--- src/rtl/cgra_fu_pkg.sv ---
// Shared types and default sizing for the CGRA adder FU, its issuer and the tile top.
package cgra_fu_pkg;

  localparam int FU_WIDTH   = 16;
  localparam int FU_DEPTH   = 4;
  localparam int FU_TIMEOUT = 8;

  typedef enum logic [1:0] {
    IDLE,
    BUSY,
    RESULT
  } fu_issuer_state_t;

endpackage

--- src/rtl/fu_operand_fifo.sv ---
// Synchronous operand-pair FIFO. Full blocks pushes even when a pop happens in the
// same cycle, so the upstream ready never depends on the downstream pop.
module fu_operand_fifo #(
  parameter int DW    = 32,
  parameter int DEPTH = 4
) (
  input  logic                       clk,
  input  logic                       reset,
  input  logic                       push,
  input  logic [DW-1:0]              din,
  input  logic                       pop,
  output logic [DW-1:0]              dout,
  output logic                       full,
  output logic                       empty,
  output logic [$clog2(DEPTH):0]     count
);

  localparam int PW = $clog2(DEPTH);

  logic [DW-1:0] mem_q [DEPTH];
  logic [PW-1:0] wr_ptr_q, wr_ptr_d;
  logic [PW-1:0] rd_ptr_q, rd_ptr_d;
  logic [PW:0]   count_q, count_d;
  logic          push_ok, pop_ok;

  assign full    = (count_q == (PW+1)'(DEPTH));
  assign empty   = (count_q == '0);
  assign count   = count_q;
  assign dout    = mem_q[rd_ptr_q];
  assign push_ok = push && !full;
  assign pop_ok  = pop && !empty;

  // Pointer and occupancy update; pointers wrap naturally at DEPTH (power of two).
  always_comb begin
    wr_ptr_d = wr_ptr_q;
    rd_ptr_d = rd_ptr_q;
    count_d  = count_q;
    if (push_ok) wr_ptr_d = wr_ptr_q + PW'(1);
    if (pop_ok)  rd_ptr_d = rd_ptr_q + PW'(1);
    case ({push_ok, pop_ok})
      2'b10:   count_d = count_q + (PW+1)'(1);
      2'b01:   count_d = count_q - (PW+1)'(1);
      default: count_d = count_q;
    endcase
  end

  // Pointer/count registers, cleared by reset so queued pairs are discarded.
  always_ff @(posedge clk or posedge reset) begin
    if (reset) begin
      wr_ptr_q <= '0;
      rd_ptr_q <= '0;
      count_q  <= '0;
    end else begin
      wr_ptr_q <= wr_ptr_d;
      rd_ptr_q <= rd_ptr_d;
      count_q  <= count_d;
    end
  end

  // Storage array; contents are don't-care while count is zero, so no reset.
  always_ff @(posedge clk) begin
    if (push_ok) mem_q[wr_ptr_q] <= din;
  end

endmodule

--- src/rtl/adder_fu_issuer.sv ---
// Issues buffered operand pairs to the adder FU, waits for ack with a timeout,
// and holds the captured result for the consumer under valid/ready.
//
// state  | meaning
// IDLE   | FU disabled, operands zero; issue FIFO head when available
// BUSY   | operands held on FU, counting cycles until ack or timeout
// RESULT | result held on res_* until res_ready
module adder_fu_issuer
  import cgra_fu_pkg::*;
#(
  parameter int WIDTH   = FU_WIDTH,
  parameter int DEPTH   = FU_DEPTH,
  parameter int TIMEOUT = FU_TIMEOUT
) (
  input  logic             clk,
  input  logic             reset,
  input  logic             in_valid,
  output logic             in_ready,
  input  logic [WIDTH-1:0] in_a,
  input  logic [WIDTH-1:0] in_b,
  output logic [WIDTH-1:0] fu_a,
  output logic [WIDTH-1:0] fu_b,
  output logic             fu_on_off,
  input  logic [WIDTH-1:0] fu_c,
  input  logic             fu_carry_out,
  input  logic             fu_ack,
  output logic             res_valid,
  input  logic             res_ready,
  output logic [WIDTH-1:0] res_data,
  output logic             res_carry,
  output logic             res_err,
  output logic             busy
);

  localparam int CW = $clog2(TIMEOUT);

  fu_issuer_state_t   state_q, state_d;
  logic [WIDTH-1:0]   fu_a_q, fu_a_d, fu_b_q, fu_b_d;
  logic               fu_on_off_q, fu_on_off_d;
  logic [CW-1:0]      cnt_q, cnt_d;
  logic               res_valid_q, res_valid_d;
  logic [WIDTH-1:0]   res_data_q, res_data_d;
  logic               res_carry_q, res_carry_d;
  logic               res_err_q, res_err_d;

  logic [2*WIDTH-1:0]     fifo_head;
  logic                   fifo_full, fifo_empty, fifo_pop;
  logic [$clog2(DEPTH):0] fifo_count_unused;

  fu_operand_fifo #(
    .DW    (2 * WIDTH),
    .DEPTH (DEPTH)
  ) u_fifo (
    .clk   (clk),
    .reset (reset),
    .push  (in_valid && in_ready),
    .din   ({in_a, in_b}),
    .pop   (fifo_pop),
    .dout  (fifo_head),
    .full  (fifo_full),
    .empty (fifo_empty),
    .count (fifo_count_unused)
  );

  assign in_ready  = !fifo_full;
  assign fu_a      = fu_a_q;
  assign fu_b      = fu_b_q;
  assign fu_on_off = fu_on_off_q;
  assign res_valid = res_valid_q;
  assign res_data  = res_data_q;
  assign res_carry = res_carry_q;
  assign res_err   = res_err_q;
  assign busy      = (state_q != IDLE);

  // Next-state, FU drive and result capture. Leaving BUSY drops fu_on_off, so the
  // FU is idle through RESULT and IDLE and any ack seen in BUSY is for these operands.
  always_comb begin
    state_d     = state_q;
    fu_a_d      = fu_a_q;
    fu_b_d      = fu_b_q;
    fu_on_off_d = fu_on_off_q;
    cnt_d       = cnt_q;
    res_valid_d = res_valid_q;
    res_data_d  = res_data_q;
    res_carry_d = res_carry_q;
    res_err_d   = res_err_q;
    fifo_pop    = 1'b0;
    case (state_q)
      IDLE: begin
        fu_on_off_d = 1'b0;
        fu_a_d      = '0;
        fu_b_d      = '0;
        if (!fifo_empty) begin
          fu_a_d      = fifo_head[2*WIDTH-1:WIDTH];
          fu_b_d      = fifo_head[WIDTH-1:0];
          fu_on_off_d = 1'b1;
          cnt_d       = '0;
          state_d     = BUSY;
        end
      end
      BUSY: begin
        cnt_d = cnt_q + CW'(1);
        if (fu_ack || (cnt_q == CW'(TIMEOUT - 1))) begin
          res_data_d  = fu_ack ? fu_c : '0;
          res_carry_d = fu_ack ? fu_carry_out : 1'b0;
          res_err_d   = !fu_ack;
          res_valid_d = 1'b1;
          fifo_pop    = 1'b1;
          fu_on_off_d = 1'b0;
          fu_a_d      = '0;
          fu_b_d      = '0;
          state_d     = RESULT;
        end
      end
      RESULT: begin
        if (res_ready) begin
          res_valid_d = 1'b0;
          state_d     = IDLE;
        end
      end
      default: state_d = IDLE;
    endcase
  end

  // State, FU interface and result registers.
  always_ff @(posedge clk or posedge reset) begin
    if (reset) begin
      state_q     <= IDLE;
      fu_a_q      <= '0;
      fu_b_q      <= '0;
      fu_on_off_q <= 1'b0;
      cnt_q       <= '0;
      res_valid_q <= 1'b0;
      res_data_q  <= '0;
      res_carry_q <= 1'b0;
      res_err_q   <= 1'b0;
    end else begin
      state_q     <= state_d;
      fu_a_q      <= fu_a_d;
      fu_b_q      <= fu_b_d;
      fu_on_off_q <= fu_on_off_d;
      cnt_q       <= cnt_d;
      res_valid_q <= res_valid_d;
      res_data_q  <= res_data_d;
      res_carry_q <= res_carry_d;
      res_err_q   <= res_err_d;
    end
  end

endmodule

--- config.mk ---
export PLATFORM = sky130hd
export DESIGN_NAME = adder_fu_issuer
export DESIGN_NICKNAME = d
export VERILOG_FILES = /design/src/rtl/cgra_fu_pkg.sv /design/src/rtl/fu_operand_fifo.sv /design/src/rtl/adder_fu_issuer.sv
export SDC_FILE = /design/constraint.sdc
export NUM_CORES = 1
export LEC_CHECK = 0
export BUFFER_PORTS_ARGS = -buffer_cell sky130_fd_sc_hd__buf_2
export CORE_UTILIZATION = 54
export DETAILED_ROUTE_END_ITERATION = 12
export PLACE_DENSITY_LB_ADDON = 0.25
export SLEW_MARGIN = 15
export SYNTH_ARGS = -nofsm -noshare
export SYNTH_HDL_FRONTEND = slang
export SYNTH_HIERARCHICAL = 1
export SYNTH_SLANG_ARGS = --single-unit
export TNS_END_PERCENT = 1
--- constraint.sdc ---
create_clock -name clk -period 3.6 [get_ports clk]
set_clock_uncertainty 0.1 [all_clocks]
set_input_delay 1.08 -clock clk [delete_from_list [all_inputs] [get_ports clk]]
set_output_delay 1.08 -clock clk [all_outputs]
set_load 0.05 [all_outputs]
; ---- After elaboration in Yosys (flattened, before gate mapping)
; Memories as Yosys holds them, arrays and structs flattened.
; Index checks and enable logic that the tools add are counted.
; Widths: inputs -> output; s select.
[totals]
in_bits = 54
latch_bits = 0
mem_bits_ro = 0
ram_bits = 128
mem_count = 1
ff_bits = 64
output_inout_bits = 54
elab_cells = 69
[mem_list]
columns = memory, words, width, read_ports, rd_clocked_by_memory_dff, write_ports, line_no
row1 = u_fifo.mem_q, 4, 32, 1, 0, 1, fu_operand_fifo.sv:20  ; logic [DW-1:0] mem_q [DEPTH];
[op_classes]
shift = 0
add_sub_neg = 5
n_div = 0
mul = 0
n_mux = 24
bitwise = 0
eq_ne = 9
n_reduce_logical = 18
n_lt_le_gt_ge = 0
[ops]
columns = op, n
row1 = $mux 16, 4
row2 = $pmux 16 s2, 2
row3 = $pmux 3 s2, 2
row4 = $mux 1, 9
row5 = $reduce_bool 2->1, 4
row6 = $add 3x1->3 const B, 2
row7 = $eq 3x3->1 const B, 2
row8 = $mux 2, 3
row9 = $ne 2x2->1 const B, 3
row10 = $pmux 2 s3, 1
row11 = $reduce_and 2->1, 3
row12 = $reduce_and 3->1, 2
row13 = $add 2x1->2 const B, 2
row14 = $eq 2x1->1 const B, 2
row15 = $eq 2x2->1 const B, 2
row16 = $pmux 1 s2, 2
row17 = $logic_and 1x1->1, 3
row18 = $logic_not 1->1, 3
row19 = $logic_not 3->1, 1
row20 = $mux 3, 1
row21 = $sub 3x1->3 const B, 1
row22 = $logic_not 2->1, 1
row23 = $logic_or 1x1->1, 1

; ---- Longest topological paths before layout
[logic_depth]
word_depth = 7
mapped_depth = 12
ltp_nobuf = 11

; ---- By module
; Netlist, hierarchy kept.
[by_module_without_submodules]
columns = module, n_inst, area_each_um2, cells_each, seq_area_each_um2
row1 = fu_operand_fifo, 1, 5094.9, 206, 4018.9
row2 = adder_fu_issuer, 1, 2104.5, 145, 1426.4

; ---- Worst setup path after synthesis
; No wires, ideal clock.
[synth_timing]
path_kind = in2reg
from = in fu_ack
to = reg u_fifo.count_q[2], in the netlist u_fifo/count[2]
t_required_ns = 3.421
slack_ns = 0.836
stages = 10
arrival_time_ns = 2.584
setup_time_ns = 0.079
n_path_buf = 1
path_cell_list = o21ai_1 buf_2 inv_1 o31a_1 ha_1 inv_1 fa_1 xor2_1 nor2_1 xor2_1
[synth_between]
elab_chain_cells = 6
word_cells_on_any_way = 8
classes_between = eq/ne: 2 / mux: 3 / reduce/logical: 3
[synth_rtl]
columns = element, line_no
row1 = start: declaration, adder_fu_issuer.sv:26  ; input logic fu_ack,
row2 = $logic_or 1x1->1 (*), adder_fu_issuer.sv:103  ; if (fu_ack || (cnt_q == CW'(TIMEOUT - 1))) begin
row3 = $mux 1 (*), adder_fu_issuer.sv:103
row4 = $mux 1 (*), adder_fu_issuer.sv:88  ; case (state_q)
row5 = via fifo_pop, adder_fu_issuer.sv:47  ; logic fifo_full, fifo_empty, fifo_pop;
row6 = $logic_and 1x1->1 (*), fu_operand_fifo.sv:31  ; assign pop_ok = pop && !empty;
row7 = via u_fifo.pop_ok, fu_operand_fifo.sv:24  ; logic push_ok, pop_ok;
row8 = $eq 2x1->1 or $eq 2x2->1 (tied branches), fu_operand_fifo.sv:40  ; case ({push_ok, pop_ok})
row9 = $pmux 3 s2 or $reduce_bool 2->1 (tied branches), --
row10 = end signal: assignment, fu_operand_fifo.sv:56  ; count_q <= count_d;
row11 = end: declaration, fu_operand_fifo.sv:23  ; logic [PW:0] count_q, count_d;
; Mark *: on every way through the listed nets, which the timed path passes. The rest lies on a longest branch.
; A chain may end at the register's enable or synchronous reset.

; ---- Worst setup path in the final report
[layout_timing]
from = reg state_q[1]
to = out busy
[layout_between]
elab_chain_cells = 1
[layout_rtl]
columns = element, line_no
row1 = start: declaration, adder_fu_issuer.sv:37  ; fu_issuer_state_t state_q, state_d;
row2 = start signal: assignment, adder_fu_issuer.sv:138  ; state_q <= state_d;
row3 = $reduce_bool 2->1, adder_fu_issuer.sv:73  ; assign busy = (state_q != IDLE);
row4 = end: declaration, adder_fu_issuer.sv:32  ; output logic busy
; No other way between the ends.

==> flow_summary_export.csv <==
group,metric,value,unit
floorplanning,die_y,117,um
final_layout,antenna_cells,0,
synth,synth_ff_type,"edfxtp_1",
detailed_routing,ant_nets,0,
placement,gp_congestion,0.713,
status,outcome,"completed",
power_and_ir_drop,leakagePower,3.41,nW
critical_path,max_stage_delay,470,ps
grt,overflow,0,
critical_path,cp-start-kind,"flip-flop",
critical_path,arrival,1440,ps
clock_tree,numCtsBuffers,17,
clock_tree,cts.path.max_buffers,2,
detailed_routing,drt_wl_total,12900,um
floorplanning,boundaryPins,108,
critical_path,reg2reg_from,"state_q[1]",
grt,grt_use_total,20.4,%
synth,syn-num-nets,413,
detailed_routing,vias,3623,
critical_path,reg2reg_depth,10,
timing,setup_violations,0,
clock_tree,htreeDepth,4,
final_layout,fillers,905,
timing,finalHoldViolations,0,
flow_run,drv_cap,0,
min_path,min_from,"fu_on_off",
clock_tree,cts_setup_buffers,0,
critical_path,path_max_fanout,7,
floorplanning,die_w,117,um
detailed_routing,dr.first_iter.drc_count,275,
grt,grt_pass1_wl,21100,um
critical_path,startpoint,"state_q[1]",
timing,timing.slew.headroom,41.4,%
critical_path,required,2420,ps
critical_path,cp-end-kind,"output port",
synth,synthCells,351,
timing,grt_setup_unrepaired,"no",
detailed_routing,first_pass_iters,7,
synth,synth_top_area_share,53.4,%
clock_tree,cts_hold_buf,0,
synth,synth-edff-count,128,
timing,post-route-period-util,72.7,%
synth,syn_avg_cell_area,20.5,um^2
placement,dpl.hpwl,8230,um
floorplanning,rows,41,
clock_tree,tritoncts,"done",
min_path,min_path_type,"reg2reg",
floorplanning,initial_utilization,56.1,%
final_layout,final_cells,655,
critical_path,crit_slowest_cell,"dfrtp_1",
grt,antenna_found_initial,0,
final_layout,area_growth,18.2,%
synth,ys_warn_count,6,
clock_tree,path_clk_slew,70,ps
synth,yosysSeqAreaShare,75.6,%
critical_path,r2r_slack,1190,ps
clock_tree,cts_resized,0,
synth,ys_async_sr_fraction,33.3,%
floorplanning,dieArea,13800,um^2
clock_tree,cts.sinks,192,
power_and_ir_drop,max-vdd-ir-drop,0.442,mV
floorplanning,coreArea,12800,um^2
clock_tree,cts_root_buf,"clkbuf_16",
placement,dp_cells,623,
synth,synthTopCellsByArea,"edfxtp_1 (53%), dfrtp_1 (22%), mux4_2 (8.8%)",
synth,syn-cell-area,7200,um^2
placement,port_buffers,107,
final_layout,drive_above_1_share,39.5,%
timing,min_period,2620,ps
power_and_ir_drop,power_density,972,nW/um^2
min_path,holdPathStages,1,
timing,tightest_slew,876,ps
grt,grt_pass1_vias,3786,
detailed_routing,drc_errors,0,
synth,ys_ff_latch,192,
timing,setup_tns,0,ps
timing,max_freq,0.382,GHz
detailed_routing,via_per_inst,5.53,
clock_tree,clock_latency,420,ps
critical_path,path_buf_inv,1,
critical_path,crit_chain,"or2_2 > buf_2",
synth,yosysTopAreaCell,"edfxtp_1",
critical_path,crit_type,"reg2out",
detailed_routing,wire_per_inst,19.7,um
synth,ys_types,33,
final_layout,nets,532,
grt,grt_max_degree,34,
critical_path,crit_cells,2,
critical_path,critical-path-top-delay-family,"flip-flops",
timing,maxSlewViolCount,0,
path summary, 6_finish.rpt:
kind	to
setup / recovery	busy
hold / removal	fu_on_off
setup reg to reg	u_fifo/count[2]
hold reg to reg	fu_on_off
max in group asynchronous	fu_b[9]
min in group asynchronous	u_fifo/wr_ptr_q[0]
registers in the layout, summed over array words and instances, names as in the netlist:
register and count:
u_fifo/mem_q 128, fu_a 16, fu_b 16, res_data 16
cnt_q 3, u_fifo/count 3, state_q 2, u_fifo/rd_ptr_q 2
u_fifo/wr_ptr_q 2, fu_on_off 1, res_carry 1, res_err 1
res_valid 1
area by class of cell:
cell class	instances	area, um^2	area share (%)
timing repair buffer	118	668	7.85
tap	172	215	2.53
sequential	192	5450	64.0
clock inverter	13	139	1.63
multi-input combinational	128	1560	18.3
clock buffer	19	433	5.09
inverter	13	48.8	0.573
metal layers:
metal	vias up	global-route usage, %	wire length (um)
met5	-	0	0
met4	0	7.45	167
met3	11	4.51	500
met2	101	32.4	6490
met1	1876	28.0	5740
li1	1635	-	-
cells in the final DEF, fill, tap and decap left out, drive strengths merged, types with 5 or more instances in the layout:
cell    count
mux4       32
ha          7
and2        5
a22o       51
buf       118
edfxtp    128
clkbuf     19
inv        15
dfrtp      64
clkinv      6
cell families after synthesis:
kind of cell	share of synthesized area, %
and+or+nand+nor	1.69
muxes	10.7
buffers and inverters	2.80
DFF	75.6
xor gates and xnor gates	0.730
adders and majority gates	1.49
AOI/OAI and AO/OA	6.99
report_power, final:
| part | internal, mW | leakage, nW | total, mW | switching (mW) |
|---|---|---|---|---|
| Clock | 1.03 | 0.274 | 1.82 | 0.790 |
| Combinational | 1.13 | 1.17 | 3.01 | 1.88 |
| Sequential | 3.03 | 1.97 | 3.44 | 0.419 |
| Total | 5.18 | 3.41 | 8.27 | 3.09 |
cells in the mapped netlist (3+ instances only):
cell	count
inv_1	13
a22o_1	51
xnor2_1	3
mux4_1	4
buf_12	3
buf_2	8
and2_1	5
edfxtp_1	128
nand2_1	3
mux4_2	28
buf_6	3
ha_1	7
xor2_1	3
dfrtp_1	64
a21o_1	3
per-stage QoR:
step	hold slack (ps)	util, %	total power [mW]	cell area (um^2)	setup slack, ps
6_report	375	66.4	8.27	8510	982
5_1_grt	403	66.4	8.66	8510	870
4_1_cts	381	66.4	8.35	8510	966
3_5_place_dp	365	61.9	6.52	7940	717
3_3_place_gp	355	61.9	6.43	7940	755
2_1_floorplan	370	-	5.79	7200	836
Note: power is estimated with default switching activity, not from simulation.
